**src/rtl/pipe_ctrl_if.sv**
```systemverilog
// Control bus between the pipeline and pipe_ctrl: stall/redirect sources in,
// register enables and redirect target out.
interface pipe_ctrl_if;
    logic        icache_busy;
    logic        dcache_busy;
    logic        load_hazard;
    logic        mispredict;
    logic [31:0] mispredict_pc;
    logic        cache_stall;
    logic        flush;
    logic        pc_write_en;
    logic        if_id_write_en;
    logic        redirect_valid;
    logic [31:0] redirect_pc;

    // Pipeline side: raises stall/redirect requests, consumes enables.
    modport master (
        output icache_busy, dcache_busy, load_hazard, mispredict, mispredict_pc,
        input  cache_stall, flush, pc_write_en, if_id_write_en, redirect_valid, redirect_pc
    );

    // Controller side.
    modport slave (
        input  icache_busy, dcache_busy, load_hazard, mispredict, mispredict_pc,
        output cache_stall, flush, pc_write_en, if_id_write_en, redirect_valid, redirect_pc
    );
endinterface

```
**src/rtl/pipe_ctrl.sv**
```systemverilog
// Pipeline sequencing controller: arbitrates cache stalls, load-use stalls and
// mispredict redirects into PC / IF/ID enables, with saturating perf counters.
module pipe_ctrl #(
    parameter int CNT_W = 32
) (
    input  logic             clk,
    input  logic             rst,
    input  logic             perf_clear,
    pipe_ctrl_if.slave       bus,
    output logic [CNT_W-1:0] cnt_cache_stall,
    output logic [CNT_W-1:0] cnt_hazard,
    output logic [CNT_W-1:0] cnt_flush
);

    typedef enum logic [1:0] {RUN, PEND, SHADOW} state_t;

    state_t      state, next_state;
    logic [31:0] pend_pc, next_pend_pc;
    logic        busy;
    logic        hazard_stall;

    assign busy = bus.icache_busy | bus.dcache_busy;

    // NOTE: every signal driven here gets a default first, so no path can infer a latch.
    always_comb begin
        next_state         = state;
        next_pend_pc       = pend_pc;
        bus.cache_stall    = 1'b0;
        bus.flush          = 1'b0;
        bus.pc_write_en    = 1'b0;
        bus.if_id_write_en = 1'b0;
        bus.redirect_valid = 1'b0;
        bus.redirect_pc    = pend_pc;
        hazard_stall       = 1'b0;

        if (!rst) begin
            bus.redirect_pc = 32'h0;
        end else if (busy) begin
            bus.cache_stall = 1'b1;
            // A redirect seen during a stall is parked; the latest one wins.
            if (state != SHADOW && bus.mispredict) begin
                next_pend_pc = bus.mispredict_pc;
                next_state   = PEND;
            end
        end else begin
            case (state)
                RUN: begin
                    if (bus.mispredict) begin
                        bus.flush          = 1'b1;
                        bus.redirect_valid = 1'b1;
                        bus.redirect_pc    = bus.mispredict_pc;
                        bus.pc_write_en    = 1'b1;
                        bus.if_id_write_en = 1'b1;
                        next_state         = SHADOW;
                    end else begin
                        hazard_stall       = bus.load_hazard;
                        bus.pc_write_en    = !bus.load_hazard;
                        bus.if_id_write_en = !bus.load_hazard;
                    end
                end
                PEND: begin
                    bus.flush          = 1'b1;
                    bus.redirect_valid = 1'b1;
                    bus.pc_write_en    = 1'b1;
                    bus.if_id_write_en = 1'b1;
                    next_state         = SHADOW;
                end
                SHADOW: begin
                    // The instruction in MEM is wrong-path; its mispredict is ignored.
                    hazard_stall       = bus.load_hazard;
                    bus.pc_write_en    = !bus.load_hazard;
                    bus.if_id_write_en = !bus.load_hazard;
                    next_state         = RUN;
                end
                default: next_state = RUN;
            endcase
        end
    end

    function automatic logic [CNT_W-1:0] sat_inc(input logic [CNT_W-1:0] cnt, input logic ev);
        return (ev && cnt != '1) ? cnt + CNT_W'(1) : cnt;
    endfunction

    // NOTE: state registers use non-blocking assignments so all flops update from pre-edge values.
    always_ff @(posedge clk) begin
        if (!rst) begin
            state           <= RUN;
            pend_pc         <= 32'h0;
            cnt_cache_stall <= '0;
            cnt_hazard      <= '0;
            cnt_flush       <= '0;
        end else begin
            state   <= next_state;
            pend_pc <= next_pend_pc;
            if (perf_clear) begin
                cnt_cache_stall <= '0;
                cnt_hazard      <= '0;
                cnt_flush       <= '0;
            end else begin
                cnt_cache_stall <= sat_inc(cnt_cache_stall, bus.cache_stall);
                cnt_hazard      <= sat_inc(cnt_hazard, hazard_stall);
                cnt_flush       <= sat_inc(cnt_flush, bus.flush);
            end
        end
    end

endmodule
```
**src/flat_wrapper.sv**
```systemverilog
// flat-port wrapper written by rule: the top's interface ports become plain ports
module pipe_ctrl_flat 
#(
    parameter int CNT_W = 32
)
  (clk, rst, perf_clear, cnt_cache_stall, cnt_hazard, cnt_flush, bus_icache_busy, bus_dcache_busy, bus_load_hazard, bus_mispredict, bus_mispredict_pc, bus_cache_stall, bus_flush, bus_pc_write_en, bus_if_id_write_en, bus_redirect_valid, bus_redirect_pc);
  pipe_ctrl_if bus_i ();
  input  logic clk;
  input  logic rst;
  input  logic perf_clear;
  output logic [CNT_W-1:0] cnt_cache_stall;
  output logic [CNT_W-1:0] cnt_hazard;
  output logic [CNT_W-1:0] cnt_flush;
  input wire logic [$bits(bus_i.icache_busy)-1:0] bus_icache_busy;
  input wire logic [$bits(bus_i.dcache_busy)-1:0] bus_dcache_busy;
  input wire logic [$bits(bus_i.load_hazard)-1:0] bus_load_hazard;
  input wire logic [$bits(bus_i.mispredict)-1:0] bus_mispredict;
  input wire logic [$bits(bus_i.mispredict_pc)-1:0] bus_mispredict_pc;
  output wire logic [$bits(bus_i.cache_stall)-1:0] bus_cache_stall;
  output wire logic [$bits(bus_i.flush)-1:0] bus_flush;
  output wire logic [$bits(bus_i.pc_write_en)-1:0] bus_pc_write_en;
  output wire logic [$bits(bus_i.if_id_write_en)-1:0] bus_if_id_write_en;
  output wire logic [$bits(bus_i.redirect_valid)-1:0] bus_redirect_valid;
  output wire logic [$bits(bus_i.redirect_pc)-1:0] bus_redirect_pc;
  assign bus_i.icache_busy = bus_icache_busy;
  assign bus_i.dcache_busy = bus_dcache_busy;
  assign bus_i.load_hazard = bus_load_hazard;
  assign bus_i.mispredict = bus_mispredict;
  assign bus_i.mispredict_pc = bus_mispredict_pc;
  assign bus_cache_stall = bus_i.cache_stall;
  assign bus_flush = bus_i.flush;
  assign bus_pc_write_en = bus_i.pc_write_en;
  assign bus_if_id_write_en = bus_i.if_id_write_en;
  assign bus_redirect_valid = bus_i.redirect_valid;
  assign bus_redirect_pc = bus_i.redirect_pc;
  pipe_ctrl #(.CNT_W(CNT_W)) u_core (.clk(clk), .rst(rst), .perf_clear(perf_clear), .bus(bus_i), .cnt_cache_stall(cnt_cache_stall), .cnt_hazard(cnt_hazard), .cnt_flush(cnt_flush));
endmodule
```
**config.mk**
```make
export PLATFORM = sky130hd
export DESIGN_NAME = pipe_ctrl_flat
export DESIGN_NICKNAME = d
export VERILOG_FILES = /design/src/rtl/pipe_ctrl_if.sv /design/src/rtl/pipe_ctrl.sv /design/src/flat_wrapper.sv
export SDC_FILE = /design/constraint.sdc
export NUM_CORES = 1
export LEC_CHECK = 0
export BUFFER_PORTS_ARGS = -buffer_cell sky130_fd_sc_hd__buf_2
export CAP_MARGIN = 20
export CORE_ASPECT_RATIO = 1.4
export CORE_MARGIN = 2
export CORE_UTILIZATION = 48
export DETAILED_ROUTE_END_ITERATION = 7
export PLACE_DENSITY = 0.77
export SYNTH_ARGS = -nofsm -noshare
export SYNTH_HDL_FRONTEND = slang
export SYNTH_SLANG_ARGS = --single-unit
```
**constraint.sdc**
```tcl
create_clock -name clk -period 2.2 [get_ports clk]
set_input_delay 0.44 -clock clk [delete_from_list [all_inputs] [get_ports clk]]
set_output_delay 0.44 -clock clk [all_outputs]
set_load 0.02 [all_outputs]
```
Yosys cells after proc, flatten, opt, wreduce, memory -nomap -nowiden
Index checks and enable logic that the tools add are counted.
Operators by class
  add/subtract/negate cells: 3
  $mul: 0
  divide/modulo/power cells: 0
  order comparisons: 0
  equality and inequality tests: 8
  shift operators: 0
  mux-type cells: 22
  bitwise gates (word level): 2
  reduce and logical (&&, ||, !) cells: 9
Operator list (count)
  32-bit two-way mux: 4
  32-bit by 1-bit adder with 32-bit output (second input constant): 3
  32-bit inequality test (second input constant): 3
  1-bit two-way mux: 11
  2-bit two-way mux: 3
  1-bit logical AND: 4
  2-bit inequality test (second input constant): 2
  1-bit case mux with 2 select lines: 2
  2-bit case mux with 2 select lines: 1
  2-bit AND reduction: 2
  3-bit by 2-bit inequality test with 1-bit output (second input constant): 1
  1-bit case mux with 3 select lines: 1
  2-bit by 1-bit == test with 1-bit output (second input constant): 1
  2-bit == test (second input constant): 1
  2-bit logical NOT: 1
  2-bit OR reduction: 1
  1-bit logical NOT: 1
  1-bit inverter: 1
  1-bit OR: 1
Word-level totals
  bits in registers: 130
  bits in latches: 0
  bits in writable memories: 0
  bits in read-only memories: 0
  input port bits: 39
  word-level logic and storage cells: 49
  memories kept: 0

Longest topological paths before layout
Gate-level depths: netlist (run 1).
  word-level depth: 5
  gate-level depth with buffers: 9
  gate-level depth less buffers: 7

Worst setup path before layout (run 1)
OpenSTA, ideal clock, no wires.
  kind: input port to output port
  start point: input port bus_dcache_busy
  end point: output port bus_redirect_pc[10]
  data arrival time: 2078 ps
  slack: -318 ps
  stages: 6
  cell sequence: or2_2 -> clkbuf_1 -> nor3_1 -> clkbuf_1 -> nand2_1 -> a21boi_0
On the way
  longest elaborated chain between the ends: 3
RTL lines
  start, declared: line flat_wrapper.sv:15  | input wire logic [$bits(bus_i.dcache_busy)-1:0] bus_dcache_busy;
  1-bit OR: line pipe_ctrl.sv:22  | assign busy = bus.icache_busy | bus.dcache_busy;
  32-bit two-way mux: line pipe_ctrl.sv:38  | end else if (busy) begin
  32-bit two-way mux: line pipe_ctrl.sv:36  | if (!rst) begin
  end, declared: line flat_wrapper.sv:24  | output wire logic [$bits(bus_i.redirect_pc)-1:0] bus_redirect_pc;
No other way between the ends.

Worst setup path in the final report (run 1)
  start point: register u_core.state[1]
  end point: output port bus_redirect_pc[31]
On the way
  longest elaborated chain between the ends: 4
RTL lines
  start, declared: line pipe_ctrl.sv:17  | state_t state, next_state;
  start signal, assigned: line pipe_ctrl.sv:93  | state <= next_state;
  2-bit logical NOT: line pipe_ctrl.sv:46  | case (state)
  32-bit two-way mux: line pipe_ctrl.sv:46
  32-bit two-way mux: line pipe_ctrl.sv:38
  32-bit two-way mux: line pipe_ctrl.sv:36
No other way between the ends.

==> results of run 1 <==
cells in the mapped netlist, types with 2 or more instances:
library cell    n
nand3_1        41
nor4b_1         2
nand2b_1        4
or2_2           5
or3_1          23
a41o_1          4
a21oi_1        26
nor2_1         90
nand4_1        34
xnor2_1        32
a31oi_1         5
buf_2           4
and4_1          6
clkbuf_1       39
or3b_1          2
xor2_1         33
buf_4           2
nor3_2          2
a31o_2          2
dfxtp_1       130
a21boi_0       62
ha_1            3
o31ai_1         2
nor4_1          8
and2_1          2
nor2b_1         2
nor3_1         19
and3_1         16
or4_1           9
a21boi_1        2
o21bai_1        2
o21ai_0        22
inv_1          18
nand2_1       163
report_power, final:
part	total (mW)	switching [mW]	internal, mW
clock	2.66	1.10	1.56
combinational	0.488	0.270	0.218
sequential	2.42	0.0322	2.39
layout by cell type (no fill, tap or decap), types with 3 or more instances in the layout:
master,instances
inv_1,17
buf_4,119
a21oi_1,26
buf_2,141
o21ai_0,22
buf_6,18
a41o_1,4
nand2_4,18
a21boi_0,32
xnor2_1,32
nor4_1,7
dfxtp_2,22
clkbuf_16,18
a31oi_1,5
dfxtp_4,6
nor2_1,90
buf_12,5
nand4_1,34
nor3_2,6
or2_2,4
a21boi_2,30
ha_1,3
nand2_1,140
xor2_1,33
and4_1,6
or4_1,3
inv_6,4
nor3_1,13
and3_1,15
nand3_1,40
dfxtp_1,102
or3_1,22
or4_4,6
nand2_2,5
clkinv_4,4
cell families after synthesis:
kind of cell,Yosys count
simple gates,439
compound gates,134
flops,130
xor+xnor,65
buf+inv,63
fa+ha+maj,3
mux,1
metal layers:
metal  track usage, %  vias up  wire [um]
li1                 -     3413          -
met1             28.7     3294       7370
met2             43.8      210       9880
met3             6.06       38       1060
met4             11.0        2        438
met5                0        -         13
cell type report:
class,instances,area (um^2),area share [%]
Antenna cell,1,2.50,0.0262
Tap cell,182,228,2.38
Clock buffer,17,425,4.45
Clock inverter,14,131,1.37
Sequential cell,130,2650,27.7
Timing Repair Buffer,286,1980,20.7
Multi-Input combinational cell,642,4080,42.6
Inverter,18,67.6,0.706
repair_timing:
action                                  in CTS  in global routing
gates resized for setup                     59                 64
cloned                                       2                  1
endpoints found under the setup margin      48                 83
buffers inserted                             4                  7
pin swaps                                   14                 33
state kept, by name (all words and copies together), names as in the netlist:
signal,count
u_core.cnt_flush,32
u_core.pend_pc,32
u_core.cnt_hazard,32
u_core.cnt_cache_stall,32
u_core.state,2
stage by stage:
stage | area [um^2] | utilization (%) | cells | setup WS [ns]
global placement | 8430 | 63.2 | 1244 | -0.170
floorplan | 6690 | - | 835 | 0.0000473
CTS | 9250 | 69.4 | 1281 | -0.0771
global route | 9570 | 71.8 | 1290 | -0.0930
detailed placement | 8430 | 63.2 | 1244 | -0.195
finish | 9570 | 71.8 | 1290 | -0.0618
how the worst max path moves through the flow:
| stage | slack [ns] | cells after the start | endpoint | startpoint |
|---|---|---|---|---|
| after floorplan | 0.00005 | 8 | u_core.cnt_cache_stall[2] | u_core.cnt_cache_stall[12] |
| after global placement | -0.17 | 6 | u_core.cnt_flush[3] | bus_dcache_busy |
| after detailed placement | -0.20 | 6 | u_core.cnt_flush[3] | bus_dcache_busy |
| after CTS | -0.08 | 6 | u_core.cnt_flush[12] | u_core.cnt_flush[13] |
| after global routing | -0.09 | 6 | bus_redirect_pc[20] | u_core.state[1] |
| final | -0.06 | 6 | bus_redirect_pc[31] | u_core.state[1] |
critical path: cells and delay by family, from the launching register on:
kind	cells	cell delay [ns]
buf+inv	2	0.36
simple gates	3	0.65
flops	1	0.33
compound gates	1	0.06
==> impl_metrics.csv, run 1 <==
group,metric,value,unit
sta,final_hold_viol_count,0,
die,dieArea,14500,um^2
die,start_util,48.9,%
final_layout,final_layout_size_suffix_gt1_share,40.0,%
final_layout,syn2layout_area_growth,46.7,%
power,powerDensity,582,nW/um^2
final_layout,nets,1137,
synthesis,synth_xor_area_share,8.73,%
synthesis,yosysSeqAreaShare,39.9,%
synthesis,synth_ff_type,"dfxtp_1",
clock_tree,root_buffer,"clkbuf_16",
clock_tree,cts_sinks,130,
synthesis,avgSynthCellArea,7.81,um^2
sta,fmax,442,MHz
die,die_h,142,um
route,drtIter0Drc,208,
clock_tree,cts.reportedPaths.clkPinSlew,0.06,ns
clock_tree,clock_path_buffers,2,
synthesis,syn_nets,877,
flow_run,drv_cap,0,
place,dp_hpwl,12.9,mm
die,dieWidth,103,um
global_route,grt_max_degree,65,
sta,slew_violations,0,
global_route,grt_use_total,25.1,%
power,peakVddDrop,0.399,mV
clock_tree,postCtsHoldBufs,0,
power,power,5.57,mW
sta,min_period,2.26,ns
hold_path,worstHoldEndpoint,"u_core.pend_pc[11]",
setup_path,r2r-end,"u_core.cnt_hazard[26]",
route,routed_via_density,5.39,
clock_tree,cts_tree,"done",
hold_path,holdPathStages,3,
synthesis,synth_top_area_cell,"dfxtp_1",
setup_path,crit_path_end_kind,"output port",
route,route.detailed.drc,0,
power,static-leakage-power,3.88,nW
sta,skew,0.0171,ns
sta,rsz0062_at_grt,"true",
synthesis,async_flop_share,0,%
global_route,grt_overflow_total,0,
sta,worstMarginPinSlew,0.694,ns
final_layout,fillCellCount,1045,
setup_path,crit_chain,"nand2b_4 > or3_4 > clkbuf_16 > nand2_1 > a21boi_1 > buf_2",
clock_tree,numCtsBuffers,17,
route,wl,18.8,mm
sta,holdWs,0.276,ns
status,run_status,"finished with violations",
synthesis,yosys-top-cells-area,"dfxtp_1, nand2_1, a21boi_0, nor2_1, xor2_1",
setup_path,worstPathArrival,1.82,ns
synthesis,muxShareOfSynthArea,0.154,%
synthesis,synth-compound-area-share,13.9,%
die,core,13300,um^2
synthesis,syn_inst,835,
hold_path,min_from,"bus_mispredict_pc[11]",
route,wl_per_cell,14.5,um
synthesis,netlist.area_leader.share,39.9,%
setup_path,critical_path_class,"register to output port",
setup_path,reg2reg_from,"u_core.cnt_hazard[5]",
setup_path,rrSetupSlack,0.05,ns
clock_tree,clk_latency,0.42,ns
synthesis,syn_area,6520,um^2
route,drtAntennaViolNets,0,
route,via_count,6957,
route,first_pass_iters,4,
setup_path,slowest_delay,0.42,ns
synthesis,synth_top_family_by_area,"simple AND/OR/NAND/NOR gates",
die,rows,50,
setup_path,critical_path.max_fanout,8,
setup_path,worstPathRequired,1.76,ns
synthesis,synth.distinct_cells,53,
sta,slew_headroom,53.7,%
synthesis,synthAdderAreaFrac,0.576,%
sta,setup_violations,32,
setup_path,slowest_stage,"or3_4",
setup_path,reg2regPathDepth,6,
hold_path,hold_class,"primary input to register",
global_route,grt_pass1_wl,29.4,mm
sta,fin_ws,-0.0618,ns
synthesis,yosysWarnings,0,
place,globalplace.congestion,0.830,
status,violations,"setup timing",
global_route,grt_antenna_before_repair,2,
synthesis,synth_seq_cells,130,
setup_path,worst_setup_path_start_kind,"register",
sta,fin_crit_sh,103,%
synthesis,synthSimpleGateAreaFrac,32.9,%
clock_tree,htreeDepth,4,
global_route,grt_pass1_vias,6472,
place,io_buffers,171,
die,io_pins,172,
sta,setup-tns-final,-0.816,ns
synthesis,synth-edff-count,0,
(Power assumes the default switching activity.)
==> inputs of run 2 (changes only) <==
--- a/config.mk
+++ b/config.mk
@@ -5,13 +5,15 @@
 export SDC_FILE = /design/constraint.sdc
 export NUM_CORES = 1
 export LEC_CHECK = 0
+export ABC_AREA = 1
 export BUFFER_PORTS_ARGS = -buffer_cell sky130_fd_sc_hd__buf_2
 export CAP_MARGIN = 20
 export CORE_ASPECT_RATIO = 1.4
 export CORE_MARGIN = 2
-export CORE_UTILIZATION = 48
+export CORE_UTILIZATION = 50
+export CTS_CLUSTER_SIZE = 12
 export DETAILED_ROUTE_END_ITERATION = 7
-export PLACE_DENSITY = 0.77
+export PLACE_DENSITY = 0.78
 export SYNTH_ARGS = -nofsm -noshare
 export SYNTH_HDL_FRONTEND = slang
 export SYNTH_SLANG_ARGS = --single-unit
==> run 2 against run 1 <==
Effect of this change: the flow now finishes without violations; area after synthesis up 17%; die area up 12%; flip-flop and latch count unchanged; critical path type unchanged; via count is 23% higher; critical endpoint is now bus_redirect_pc[20]; count of clock-buffer cells in the layout is 6 higher; largest cell class unchanged.
==> impl_metrics.csv, run 2 <==
group,metric,value,unit
global_route,grt_pass1_vias,7481,
synthesis,yosys-top-cells-count,"nand2_1, nor2_1, inv_1",
route,routed-wl-met3,1.43,mm
place,globalplace.congestion,0.967,
synthesis,syn_area,7640,um^2
synthesis,synth_top_area_cell,"dfxtp_1",
setup_path,worstPathArrival,1.69,ns
hold_path,holdPathStages,3,
final_layout,nets,1457,
synthesis,synth_top_family_by_area,"simple AND/OR/NAND/NOR gates",
route,wl,21.7,mm
clock_tree,cts_tree,"done",
die,dieWidth,108,um
status,run_status,"completed",
sta,holdWs,0.311,ns
route,first_pass_iters,5,
global_route,grt_use_total,25.7,%
final_layout,fillCellCount,1506,
die,dieArea,16300,um^2
route,dr_wl_met2,10.8,mm
global_route,grt_max_degree,65,
synthesis,synth_most_common_cell,"nand2_1",
power,power.switching,1.41,mW
setup_path,crit_path_end_kind,"output port",
synthesis,avgSynthCellArea,6.13,um^2
setup_path,worst_setup_path_start_kind,"register",
route,routed.top_layer,"met4",
place,dp.cells,1584,
place,postPlaceCellArea,8680,um^2
global_route,grt_pass1_wl,33.9,mm
final_layout,final_common_cell,"nand2_1",
route,drtIter0Drc,390,
flow_run,drv_cap,0,
route,via_count,8558,
synthesis,muxShareOfSynthArea,0,%
power,comb_power_share,8.3,%
final_layout,fin_area,9370,um^2
die,io_pins,172,
power,p_int,4.34,mW
power,seqPwrFrac,42.3,%
sta,min_period,2.13,ns
synthesis,synth_seq_cells,130,
route,drtAntennaViolNets,0,
sta,skew,0.00885,ns
synthesis,async_flop_share,0,%
synthesis,syn_nets,1287,
sta,fin_ws,0.0713,ns
synthesis,synth_ff_type,"dfxtp_1",
power,power_frac_clock,49.4,%
power,powerDensity,614,nW/um^2
route,wl_per_cell,13.4,um
place,io_buffers,171,
clock_tree,clock_path_buffers,2,
sta,final_hold_viol_count,0,
clock_tree,cts_sinks,130,
setup_path,reg2regPathDepth,9,
sta,slew_violations,0,
route,route.detailed.drc,0,
global_route,grt_antenna_before_repair,0,
synthesis,synth.distinct_cells,29,
place,pre_cts_slack,0.0439,ns
clock_tree,root_buffer,"clkbuf_16",
die,start_util,51.0,%
synthesis,yosysWarnings,0,
die,die_h,150,um
setup_path,critical_path_class,"register to output port",
synthesis,yosysSeqAreaShare,34.1,%
route,routed_via_density,5.28,
synthesis,synthSimpleGateAreaFrac,39.7,%
power,static-leakage-power,4.02,nW
setup_path,critical_path.max_fanout,8,
die,core,15000,um^2
setup_path,worstPathRequired,1.76,ns
place,dp_hpwl,15.5,mm
final_layout,syn2layout_area_growth,22.7,%
synthesis,yosys-top-cells-area,"dfxtp_1, nand2_1, nor2_1, a21oi_1, nand3_1",
synthesis,synth-compound-area-share,14.1,%
clock_tree,numCtsBuffers,17,
sta,slew_headroom,62.4,%
hold_path,hold_class,"primary input to register",
power,sw_frac_of_total,24.6,%
synthesis,synthAdderAreaFrac,0.492,%
power,peakVddDrop,0.404,mV
clock_tree,cts.reportedPaths.clkPinSlew,0.06,ns
clock_tree,htreeDepth,4,
final_layout,final_cell_mix,"nand2_1, nor2_1, buf_2",
synthesis,synth-edff-count,0,
sta,setup_violations,0,
synthesis,syn_inst,1245,
sta,fin_crit_sh,96.8,%
final_layout,final_layout_size_suffix_gt1_share,19.3,%
synthesis,synth_xor_area_share,0.688,%
clock_tree,postCtsHoldBufs,0,
global_route,grt_overflow_total,0,
sta,fmax,470,MHz
die,rows,53,
route,drt-met1-wl,8.78,mm
clock_tree,clk_latency,0.43,ns
power,power,5.75,mW
synthesis,netlist.area_leader.share,34.1,%
sta,worstMarginPinSlew,0.556,ns
final_layout,finalNonFillerCells,1621,
[run 2: cell count changes after synthesis, sizes merged, moves of 23 or more]
cell    previous run  this run
nor2              91       255
inv               18       142
nand2            163       286
a21oi             26       137
nand3             42       119
a21boi            64         0
o21ai             23        70
xnor2             32         1
xor2              33         5
or3               23         0
[run 2: cells by family (layout without fill, tap and decap cells)]
family | Yosys count | count (layout)
AOI/OAI and AO/OA | 210 | 210
adders and majority gates | 3 | 3
xor gates and xnor gates | 6 | 6
buffers and inverters | 192 | 375
DFF | 130 | 130
other | 0 | 1
and+or+nand+nor | 704 | 704
[run 2: stage by stage]
| step | TNS [ns] | util (%) |
|---|---|---|
| after floorplan | 0 | - |
| after global placement | 0 | 57.9 |
| after detailed placement | 0 | 57.9 |
| after CTS | 0 | 61.8 |
| after global routing | -0.0563 | 62.5 |
| final | 0 | 62.5 |
[run 2: cell type report]
class	count	area, um^2	area share, %
repair buffers	199	1180	12.6
well taps	192	240	2.56
clock inverters	9	105	1.12
multi-input cells	923	4220	45.0
diodes	1	2.50	0.0267
inverters	144	541	5.77
clock buffers	23	478	5.10
flip-flops and latches	130	2600	27.8
[run 2: path summary, 6_finish.rpt]
path	startpoint	endpoint	slack (ns)
max	u_core.state[0]	bus_redirect_pc[20]	0.07
min	bus_mispredict_pc[15]	u_core.pend_pc[15]	0.31
max reg2reg	u_core.cnt_hazard[0]	u_core.cnt_hazard[27]	0.20
min reg2reg	u_core.pend_pc[25]	u_core.pend_pc[25]	0.46
[run 2: repair_timing]
action,CTS,global route
gates resized for setup,0,11
endpoints found under the setup margin,0,50
buffers inserted,0,1
[run 2: critical path: stages (launching register included)]
cell and delay [ns]:
dfxtp_2 0.33, inv_2 0.06, nand4_1 0.11, buf_6 0.17, buf_12 0.14, o21ai_0 0.20
a21oi_1 0.09, buf_4 0.17
[run 2: power by group through the flow]
stage | Sequential (mW) | Clock, mW | Combinational, mW
2_1_floorplan | 2.48 | 0 | 0.303
3_3_place_gp | 2.48 | 0 | 0.447
3_5_place_dp | 2.48 | 0 | 0.456
4_1_cts | 2.43 | 2.86 | 0.457
5_1_grt | 2.44 | 2.97 | 0.532
6_report | 2.43 | 2.84 | 0.479
[run 2: metal layers]
metal  track usage, %  vias up
met2             43.7      284
li1                 -     4343
met5                0        -
met1             30.1     3871
met3             6.58       60
met4             11.9        0
